`src/rtl/fp_pkg.sv`:
```
// Shared constants and state encoding for the 8-bit floating-point converter stages.
// Latency: n/a (declarations only).
// Backpressure: n/a (declarations only).
package fp_pkg;

   localparam int IN_W  = 12;  // two's-complement sample width
   localparam int MAG_W = 11;  // magnitude width after removing the sign
   localparam int EXP_W = 3;   // exponent width
   localparam int SIG_W = 4;   // significand width (leading one included)

   localparam logic [EXP_W-1:0] EXP_MAX = 3'd7;
   localparam logic [MAG_W-1:0] MAG_SAT = 11'h7FF;

   typedef enum logic [1:0] {
      IDLE  = 2'd0,
      SHIFT = 2'd1,
      DONE  = 2'd2
   } state_t;

endpackage

```
`src/rtl/abs_sat.sv`:
```
// Two's-complement to saturated magnitude; the most negative code clamps to all-ones.
// Latency: combinational, zero cycles.
// Backpressure: none, pure function of the input.
//
// Ports:
//   value     in  IN_W  two's-complement sample
//   magnitude out MAG_W |value|, with -2^(IN_W-1) mapped to MAG_SAT
module abs_sat
   import fp_pkg::*;
(
   input  logic [IN_W-1:0]  value,
   output logic [MAG_W-1:0] magnitude
);

   logic [IN_W-1:0] negated;

   always_comb begin
      negated   = '0 - value;
      magnitude = value[MAG_W-1:0];
      if (value[IN_W-1]) begin
         // -2048 negates to itself; its low bits would read as zero, so clamp.
         if (value == {1'b1, {(IN_W-1){1'b0}}})
            magnitude = MAG_SAT;
         else
            magnitude = negated[MAG_W-1:0];
      end
   end

endmodule

```
`src/rtl/fp_normalize_serial.sv`:
```
// Serial normalizer: sample -> sign, exponent, 4-bit significand and round bit, one shift per cycle.
// Latency: 1..8 cycles from accept to out_valid (1 + number of left shifts needed).
// Backpressure: result held stable in DONE until out_ready; no new sample accepted until then.
//
// Ports:
//   clk, rst                    clock, synchronous active-high reset
//   in_data/in_valid/in_ready   12-bit two's-complement sample handshake
//   out_sign/out_exp/
//   out_significand/out_xbit    registered result fields
//   out_valid/out_ready         result handshake
module fp_normalize_serial
   import fp_pkg::*;
(
   input  logic             clk,
   input  logic             rst,
   input  logic [IN_W-1:0]  in_data,
   input  logic             in_valid,
   output logic             in_ready,
   output logic             out_sign,
   output logic [EXP_W-1:0] out_exp,
   output logic [SIG_W-1:0] out_significand,
   output logic             out_xbit,
   output logic             out_valid,
   input  logic             out_ready
);

   state_t           state;
   state_t           state_nxt;

   logic [MAG_W-1:0] mag;
   logic [MAG_W-1:0] mag_in;
   logic [EXP_W-1:0] exp_cnt;
   logic             sign;

   logic             accept;
   logic             norm_hit;

   abs_sat u_abs_sat (
      .value     (in_data),
      .magnitude (mag_in)
   );

   assign accept   = in_valid && in_ready;
   // Stop once the leading one reaches the top, or the exponent bottoms out
   // (denormal / zero input keeps whatever bits are there).
   assign norm_hit = mag[MAG_W-1] || (exp_cnt == '0);

   // State register
   always_ff @(posedge clk) begin
      if (rst)
         state <= IDLE;
      else
         state <= state_nxt;
   end

   // Next-state logic
   always_comb begin
      state_nxt = state;
      case (state)
         IDLE:    if (accept)    state_nxt = SHIFT;
         SHIFT:   if (norm_hit)  state_nxt = DONE;
         DONE:    if (out_ready) state_nxt = IDLE;
         default:                state_nxt = IDLE;
      endcase
   end

   // FSM outputs; in_ready is masked by rst so nothing is accepted on a reset edge.
   always_comb begin
      in_ready  = (state == IDLE) && !rst;
      out_valid = (state == DONE);
   end

   // Shift register, exponent counter and result registers
   always_ff @(posedge clk) begin
      if (rst) begin
         mag             <= '0;
         exp_cnt         <= '0;
         sign            <= 1'b0;
         out_sign        <= 1'b0;
         out_exp         <= '0;
         out_significand <= '0;
         out_xbit        <= 1'b0;
      end else begin
         case (state)
            IDLE: begin
               if (accept) begin
                  sign    <= in_data[IN_W-1];
                  mag     <= mag_in;
                  exp_cnt <= EXP_MAX;
               end
            end
            SHIFT: begin
               if (norm_hit) begin
                  out_sign        <= sign;
                  out_exp         <= exp_cnt;
                  out_significand <= mag[MAG_W-1 -: SIG_W];
                  out_xbit        <= mag[MAG_W-1-SIG_W];
               end else begin
                  mag     <= {mag[MAG_W-2:0], 1'b0};
                  exp_cnt <= exp_cnt - 1'b1;
               end
            end
            default: begin
            end
         endcase
      end
   end

endmodule

```
`config.mk`:
```
export PLATFORM = sky130hd
export DESIGN_NAME = fp_normalize_serial
export DESIGN_NICKNAME = d
export VERILOG_FILES = /design/src/rtl/fp_pkg.sv /design/src/rtl/abs_sat.sv /design/src/rtl/fp_normalize_serial.sv
export SDC_FILE = /design/constraint.sdc
export NUM_CORES = 1
export LEC_CHECK = 0
export CELL_PAD_IN_SITES_DETAIL_PLACEMENT = 1
export CELL_PAD_IN_SITES_GLOBAL_PLACEMENT = 1
export CORE_UTILIZATION = 35
export DETAILED_ROUTE_END_ITERATION = 16
export HOLD_SLACK_MARGIN = 0.05
export MAX_ROUTING_LAYER = met4
export PLACE_DENSITY = 0.75
export RECOVER_POWER = 50
export SYNTH_ARGS = -nofsm -noshare
export SYNTH_HDL_FRONTEND = slang
export SYNTH_HIERARCHICAL = 1
export SYNTH_SLANG_ARGS = --single-unit
export TNS_END_PERCENT = 30
```
`constraint.sdc`:
```
create_clock -name clk -period 1.52 [get_ports clk]
set_input_delay 0.228 -clock clk [delete_from_list [all_inputs] [get_ports clk]]
set_output_delay 0.228 -clock clk [all_outputs]
set_load 0.02 [all_outputs]
```
==> results.ini, run 1 <==
[timing]
setup_viol_count_final = 22
worstMarginPinSlew_ps = 500
fmax_mhz = 580
clock_skew_ps = 11.9
setup_tns_ps = -2780
setup_slack_ps = -204
fin_crit_ps = 1720
rsz0062_at_grt = yes
drv_slew = 0
period_share_pct = 113
hold_ws_ps = 491
max_slew_margin_pct = 66.6
hold_viol = 0

[cts]
htree_levels = 1
clk_path_buf_depth = 2
cts_tree = built
clock_latency_ps = 280
clock-sinks = 26
cts_made_buffers = 3
cts_hold_buf = 0
clk_pin_slew_ps = 100
cts_root_buf = clkbuf_8

[routing]
drt-total-wl_um = 6060
drt-initial-drc-count = 66
dr.pass1.iters = 4
drc_errors = 0
num_vias = 1614
viasPerCell = 5.70
ant_nets = 0
wl_per_cell_um = 21.4

[cells_and_area]
most-common-layout-cells = 39 x buf_4, 23 x dfxtp_1, 16 x clkdlybuf4s50_1, 12 x a21oi_1, 12 x mux2i_1
synthToLayoutAreaGrowth_pct = 63.0
fin_area_um2 = 2480
final_common_cell = buf_4
drive_gt1_share_pct = 44.2
nets = 253
antenna_cells = 0

[setup_path]
worst_ep_arrival_time_ps = 1880
end_kind = flip-flop
reg2reg_from = exp_cnt[1]$_SDFFE_PP0P_
cp-startpoint = exp_cnt[1]$_SDFFE_PP0P_
required_ps = 1680
path_class = flip-flop to flip-flop
cp_max_fo = 5
cp-start-kind = flip-flop

[synth]
synth_top_area_cell = dfxtp_1
yosysSeqAreaShare_pct = 34.2
yosys_warnings = 6
avgSynthCellArea_um2 = 9.21
synthTopCellsByArea = dfxtp_1 34%, a211oi_2 8.2%, mux2i_1 7.9%, a21oi_1 4.6%, nor3_1 4.3%
synth_seq_cells = 26
synth_nets = 184
synth.top_cell.area_share_pct = 34.2
netlist_area_um2 = 1520
yosysUniqueCellTypes = 43
syn_inst = 165

[placed_design]
gp_congestion = 0.781
place_area_um2 = 2130
numPortBuffers = 26
dp_hpwl_um = 3590
place_ws_ps = -609

[pwr]
power_density_nw_per_um2 = 855
power.leakage_nw = 0.983
irDropWorstVdd_v = 0.000767
p_total_mw = 2.12

[global_routing]
grt_max_degree = 16
grt_overflow_total = 0
grt_util_all_layers_pct = 26.3
grt_first_pass_wirelength_um = 8550
antenna_found_initial = 0
grt_pass1_vias = 1666

[run_status]
run_status = finished with violations
violations = setup timing

[flow_run]
drv_cap = 0

[floorplan]
initial_core_util_pct = 37.2
rows = 23
io_pins = 27
design.core.area_um2 = 4090
die_w_um = 67.9
die_h_um = 67.9
dieArea_um2 = 4610

[min_path]
hp-start = sign$_SDFFE_PP0P_
hold_class = flip-flop to flip-flop

## cell families (layout without fill, tap and decap cells)
family          count (synthesis)  after routing  share of synthesized area, %
xor+xnor                        4              4                          2.30
mux                            13             13                          8.64
compound gates                 48             48                          25.2
simple gates                   52             52                          21.1
fa+ha+maj                       3              3                          2.47
flops                          26             26                          34.2
buf+inv                        19             87                          6.09
## final timing paths
| kind | to | slack (ps) | depth (start not counted) |
|---|---|---|---|
| hold reg to reg | out_sign$_SDFFE_PP0P_ | 490 | 2 |
| setup / recovery | mag[6]$_SDFFE_PP0P_ | -200 | 8 |
| setup reg to reg | mag[6]$_SDFFE_PP0P_ | -200 | 8 |
| hold / removal | out_sign$_SDFFE_PP0P_ | 490 | 2 |
## timing repair
item	4_1_cts	5_1_grt
endpoints found under the setup margin	20	25
setup buffers	5	2
pin swaps	22	24
gates resized for setup	31	30
cloned	1	0
## final cells by class
cell class	instances	area, µm²
inverter	8	30.0
tap	50	62.6
clock buffer	3	41.3
timing repair buffer	75	677
multi-input combinational	120	1110
clock inverter	1	30.0
sequential	26	524
fill	455	1610
## per-layer routing
metal,global-route usage (%),routed length [µm],vias to the layer above
met5,-,0,-
met4,4.43,103,0
met3,4.33,140,13
met2,45.9,3080,31
met1,31.9,2730,825
li1,-,-,745
## Yosys cell counts
library cell	instances
nand3_1	9
buf_6	1
buf_4	3
clkbuf_1	4
o41ai_4	1
mux2_2	1
nor3_2	1
o211ai_1	1
nand2_1	9
mux2i_1	12
nor3b_1	2
inv_1	8
o21a_1	1
or2_2	1
o21ai_1	1
ha_1	3
nor4b_2	2
nor3_1	13
nor4b_4	1
o21ai_0	11
a21oi_1	14
dfxtp_1	26
or2_1	1
and3_1	1
a221oi_1	2
a21o_1	1
or3_4	1
nand2b_1	1
o311ai_1	1
buf_2	2
nor2b_1	3
or2_0	1
nor2_1	4
a31oi_1	1
or3b_1	1
a211oi_2	10
o41ai_2	1
xor2_1	4
o2111ai_1	1
o31ai_1	1
o31ai_2	1
nand4_2	1
buf_1	1
## worst max-delay path, cell delays in order, from the launching register on
cell and delay [ps]:
dfxtp_2 350, inv_2 50, ha_4 160, ha_4 160
nor4b_4 350, buf_4 180, or2_4 160, buf_12 130
a211oi_2 60
## sequential cells by signal (all words and copies together) (netlist names)
name	flops
exp_cnt	3
mag	11
out_exp	3
out_sign	1
out_significand	4
out_xbit	1
sign	1
state	2
## where the power goes
group / internal (mW) / switching [mW] / total, mW
logic: 0.361 / 0.376 / 0.737
registers: 0.734 / 0.0557 / 0.790
clock network: 0.353 / 0.239 / 0.592
## stage by stage
stage / util, % / std cells
floorplan: - / 165
global placement: 52.1 / 271
detailed placement: 52.1 / 271
CTS: 57.5 / 281
global route: 60.6 / 283
finish: 60.6 / 283
Power figures use the tool's default switching activity.
==> run 2, diff against run 1 <==
--- a/config.mk
+++ b/config.mk
@@ -7,11 +7,11 @@
 export LEC_CHECK = 0
 export CELL_PAD_IN_SITES_DETAIL_PLACEMENT = 1
 export CELL_PAD_IN_SITES_GLOBAL_PLACEMENT = 1
-export CORE_UTILIZATION = 35
+export CORE_UTILIZATION = 39
 export DETAILED_ROUTE_END_ITERATION = 16
 export HOLD_SLACK_MARGIN = 0.05
 export MAX_ROUTING_LAYER = met4
-export PLACE_DENSITY = 0.75
+export PLACE_DENSITY = 0.79
 export RECOVER_POWER = 50
 export SYNTH_ARGS = -nofsm -noshare
 export SYNTH_HDL_FRONTEND = slang
==> constraint.sdc (replaced) <==
create_clock -name clk -period 1.89 [get_ports clk]
set_input_delay 0.2835 -clock clk [delete_from_list [all_inputs] [get_ports clk]]
set_output_delay 0.2835 -clock clk [all_outputs]
set_load 0.02 [all_outputs]
==> run 2 against run 1 <==
Effect of this change:
- the run still ends with setup timing left
- critical path depth is 2 lower
- clock skew is 9.8 ps lower
- first-iteration DRC count is 1.5% higher
- die area is 10% lower
- register-to-register slack better by 330 ps
- hold slack worse by 11 ps
- sequential share of layout area is 3.2 points higher
- final cell count is 7.1% lower
- final area is 14% lower
- setup slack better by 150 ps
- clock power is 38% lower
- combinational power is 42% lower
- critical endpoint is now mag[9]$_SDFFE_PP0P_
- largest cell class unchanged
==> results.ini, run 2 (synthesized netlist as in run 1, its figures left out) <==
[cells_and_area]
reg_top3 = mag x11, out_significand x4
largest_register = mag
largest_reg_flops = 11
synthToLayoutAreaGrowth_pct = 40.9
nets = 235
fillers = 435
most-common-layout-cells = 28 x buf_4, 25 x dfxtp_1, 15 x clkdlybuf4s50_1, 14 x a21oi_1
final_common_cell = buf_4
antenna_cells = 0
drive_gt1_share_pct = 28.4

[cts]
cts_made_buffers = 3
htree_levels = 1
clock_latency_ps = 270
cts_hold_buf = 0
clk_path_buf_depth = 2
clk_pin_slew_ps = 90
clock-sinks = 26
postCtsSetupRepairBufs = 0
cts_root_buf = clkbuf_8
cts_tree = built

[placed_design]
numPortBuffers = 26
dp_hpwl_um = 3560
gp_congestion = 0.811

[routing]
wl_per_cell_um = 18.7
num_vias = 1490
viasPerCell = 5.67
drc_errors = 0
drt-total-wl_um = 4920
dr.pass1.iters = 4
drt-initial-drc-count = 67
ant_nets = 0

[flow_run]
drv_cap = 0

[global_routing]
grt_util_all_layers_pct = 23.7
antenna_found_initial = 0
grt_overflow_total = 0
grt_max_degree = 27
grt_first_pass_wirelength_um = 7320
grt_pass1_vias = 1598

[setup_path]
cp_max_fo = 4
cp-start-kind = input port
required_ps = 2090
end_kind = flip-flop
worst_ep_arrival_time_ps = 2150
path_class = input port to flip-flop

[floorplan]
dieArea_um2 = 4150
die_h_um = 64.4
rows = 22
design.core.area_um2 = 3690
io_pins = 27
die_w_um = 64.4
initial_core_util_pct = 41.2

[timing]
hold_ws_ps = 480
max_slew_margin_pct = 44.3
setup_slack_ps = -51.7
hold_viol = 0
setup_viol_count_final = 4
rsz0062_at_grt = yes
drv_slew = 0
worstMarginPinSlew_ps = 834
clock_skew_ps = 2.18
fmax_mhz = 515
fin_crit_ps = 1940
period_share_pct = 103

[pwr]
irDropWorstVdd_v = 0.000567
p_total_mw = 1.42
power_density_nw_per_um2 = 661
power.leakage_nw = 0.833

[run_status]
violations = setup timing
run_status = finished with violations

[min_path]
hold_class = flip-flop to flip-flop

-- run 2: cell types whose count changed in the layout (fill, tap and decap cells not counted), moves of 3 or more --
| cell | before | now |
|---|---|---|
| inv_2 | 4 | 0 |
| or2_4 | 3 | 0 |
| buf_4 | 39 | 28 |
| inv_1 | 4 | 8 |
| nor3_1 | 6 | 12 |
| nor3_2 | 5 | 1 |
| buf_6 | 6 | 1 |
| dlygate4sd3_1 | 0 | 9 |
| dlygate4sd2_1 | 7 | 0 |
-- run 2: path summary, 6_finish.rpt --
kind	from	to	slack [ps]	cells after the start
min reg2reg	exp_cnt[2]$_SDFFE_PP0P_	out_exp[2]$_SDFFE_PP0P_	480	2
min	exp_cnt[2]$_SDFFE_PP0P_	out_exp[2]$_SDFFE_PP0P_	480	2
max reg2reg	exp_cnt[0]$_SDFFE_PP0P_	mag[10]$_SDFFE_PP0P_	130	7
max	in_data[4]	mag[9]$_SDFFE_PP0P_	-50	6
-- run 2: power breakdown --
part	internal, mW	switching [mW]	total [mW]
Combinational	0.191	0.234	0.425
Clock	0.187	0.181	0.368
Sequential	0.590	0.0333	0.623
Total	0.967	0.448	1.42
-- run 2: through the flow --
stage / utilization, % / std cells / setup slack [ps] / cell area [µm²] / TNS, ps
floorplan: - / 165 / 222 / 1520 / 0
global placement: 54.9 / 259 / -172 / 2020 / -1320
detailed placement: 54.9 / 259 / -271 / 2020 / -2210
CTS: 56.3 / 263 / 2.22 / 2080 / 0
global route: 58.1 / 263 / -150 / 2140 / -546
finish: 58.1 / 263 / -51.7 / 2140 / -120
-- run 2: area by class of cell --
type	instances	area, µm²	area share, %
inverter	8	30.0	1.40
multi-input combinational	120	973	45.4
clock buffer	4	55.1	2.57
sequential	26	522	24.4
timing repair buffer	57	502	23.4
tap	48	60.1	2.80
-- run 2: layer usage --
layer | track usage (%) | part of all wire [%] | vias up
met5 | - | 0 | -
met4 | 3.61 | 1.9 | 0
met3 | 4.58 | 3.4 | 9
met2 | 44.6 | 52 | 35
met1 | 26.1 | 43 | 736
li1 | - | - | 710
-- run 2: critical path, stage by stage --
cell and delay (ps):
clkdlybuf4s50_1 470, or3_4 470, o41ai_2 340, mux2i_1 260, mux2i_1 110, a211oi_2 210
-- run 2: what timing repair did --
action                                  CTS  global route
endpoints found under the setup margin    0            12
gates resized for setup                   0            14
hold endpoints to repair                  0             0
==> run 3, diff against run 2 <==
==> constraint.sdc (replaced) <==
create_clock -name clk -period 2.15 [get_ports clk]
set_input_delay 0.3225 -clock clk [delete_from_list [all_inputs] [get_ports clk]]
set_output_delay 0.3225 -clock clk [all_outputs]
set_load 0.01 [all_outputs]
==> run 3 against run 2 <==
Effect of this change:
- the run now ends clean
- sequential share of layout area rose by 2.4 points
- die area did not move
- final area fell by 9.3%
- sequential power fell by 12%
- total power fell by 18%
- first-iteration DRC count rose by 40%
- critical path depth did not move
- critical endpoint unchanged
==> results.ini, run 3 (synthesized netlist as in run 1, its figures left out) <==
[run_status]
run_status = complete, no violations

[setup_path]
worst_ep_arrival_time_ps = 2170
path_class = input port to flip-flop
cp_common_cell = mux2i_1
critical_path.cell_chain = clkdlybuf4s50_1, or3_4, o41ai_2, mux2i_1, mux2i_1, a211oi_2
cpPeakStageDelay_ps = 460
crit_slowest_cell = clkdlybuf4s50_1
rr_worst_depth = 7
required_ps = 2350
end_kind = flip-flop
cp-start-kind = input port
cp_max_fo = 4

[timing]
fmax_mhz = 507
worstMarginPinSlew_ps = 720
hold_viol = 0
period_share_pct = 91.7
hold_ws_ps = 479
rsz0062_at_grt = no
clock_skew_ps = 6.35
drv_slew = 0
fin_crit_ps = 1970
max_slew_margin_pct = 51.9
setup_viol_count_final = 0
setup_tns_ps = 0

[global_routing]
antenna_found_initial = 0
grt_pass1_vias = 1489
grt_max_degree = 16
grt_util_all_layers_pct = 24.3
grt_first_pass_wirelength_um = 7440
grt_overflow_total = 0

[pwr]
power_density_nw_per_um2 = 594
irDropWorstVdd_v = 0.000432
power.leakage_nw = 0.740

[cts]
clk_pin_slew_ps = 90
htree_levels = 1
cts_tree = built
cts_made_buffers = 3
clock-sinks = 26
clock_latency_ps = 270
cts_hold_buf = 0
cts_root_buf = clkbuf_8
cts_resized = 0
clk_path_buf_depth = 2

[cells_and_area]
antenna_cells = 0
drive_gt1_share_pct = 20.0
final_common_cell = dfxtp_1
nets = 221
most-common-layout-cells = 26 x dfxtp_1, 17 x clkdlybuf4s50_1, 15 x buf_4, 14 x a21oi_1, 13 x nor3_1
largest_register = mag
synthToLayoutAreaGrowth_pct = 27.7
largest_reg_flops = 11
reg_top3 = mag x11, out_significand x4

[placed_design]
gp_congestion = 0.777
dp_hpwl_um = 3420
numPortBuffers = 26

[routing]
drt-initial-drc-count = 94
viasPerCell = 5.76
ant_nets = 0
wl_per_cell_um = 18.3
dr.pass1.iters = 4
num_vias = 1428
drc_errors = 0
drt-total-wl_um = 4540

[floorplan]
initial_core_util_pct = 41.2
rows = 22
die_h_um = 64.4
dieArea_um2 = 4150
design.core.area_um2 = 3690
die_w_um = 64.4
io_pins = 27

[min_path]
hold_class = flip-flop to flip-flop
hold_depth = 2

[flow_run]
drv_cap = 0

## run 3: report_power, final
group,switching (mW),leakage [nW],internal (mW)
clock network,0.150,0.0216,0.126
registers,0.0294,0.213,0.518
logic,0.187,0.506,0.144
total,0.366,0.740,0.788
## run 3: critical path: cells and delay by family
family,cells,cell delay [ps]
buffers and inverters,1,460
AO/OA/AOI/OAI,2,600
multiplexers,2,340
AND/OR/NAND/NOR,1,450
## run 3: final cells by class
class	count	area (µm²)
clock buffers	3	41.3
fillers	435	1750
inverters	8	30.0
multi-input cells	120	907
flip-flops and latches	26	520
well taps	48	60.1
repair buffers	43	383
## run 3: worst paths after layout
| path | end | from | slack [ps] |
|---|---|---|---|
| setup / recovery | mag[9]$_SDFFE_PP0P_ | in_data[4] | 180 |
| hold / removal | out_exp[1]$_SDFFE_PP0P_ | exp_cnt[1]$_SDFFE_PP0P_ | 480 |
| hold reg to reg | out_exp[1]$_SDFFE_PP0P_ | exp_cnt[1]$_SDFFE_PP0P_ | 480 |
| setup reg to reg | mag[8]$_SDFFE_PP0P_ | exp_cnt[0]$_SDFFE_PP0P_ | 210 |
## run 3: layer usage
metal | vias up | part of all wire (%) | GRT usage [%]
met5 | - | 0 | -
met4 | 0 | 1.1 | 6.11
met3 | 7 | 2.9 | 3.70
met2 | 21 | 51 | 42.8
met1 | 716 | 45 | 29.0
li1 | 684 | - | -
## run 3: timing repair
| action | CTS | global route |
|---|---|---|
| endpoints found under the setup margin | 0 | 1 |
| buffers inserted | 0 | 1 |
| hold endpoints to repair | 0 | 0 |
## run 3: stage by stage
step / worst slack (ps) / total power [mW] / util, % / std cells / area (µm²)
floorplan: 482 / 0.761 / - / 165 / 1520
global placement: 33.6 / 0.862 / 51.5 / 244 / 1900
detailed placement: -76.0 / 0.886 / 51.5 / 244 / 1900
CTS: 165 / 1.16 / 52.6 / 247 / 1940
global route: 68.2 / 1.21 / 52.6 / 248 / 1940
finish: 178 / 1.15 / 52.6 / 248 / 1940
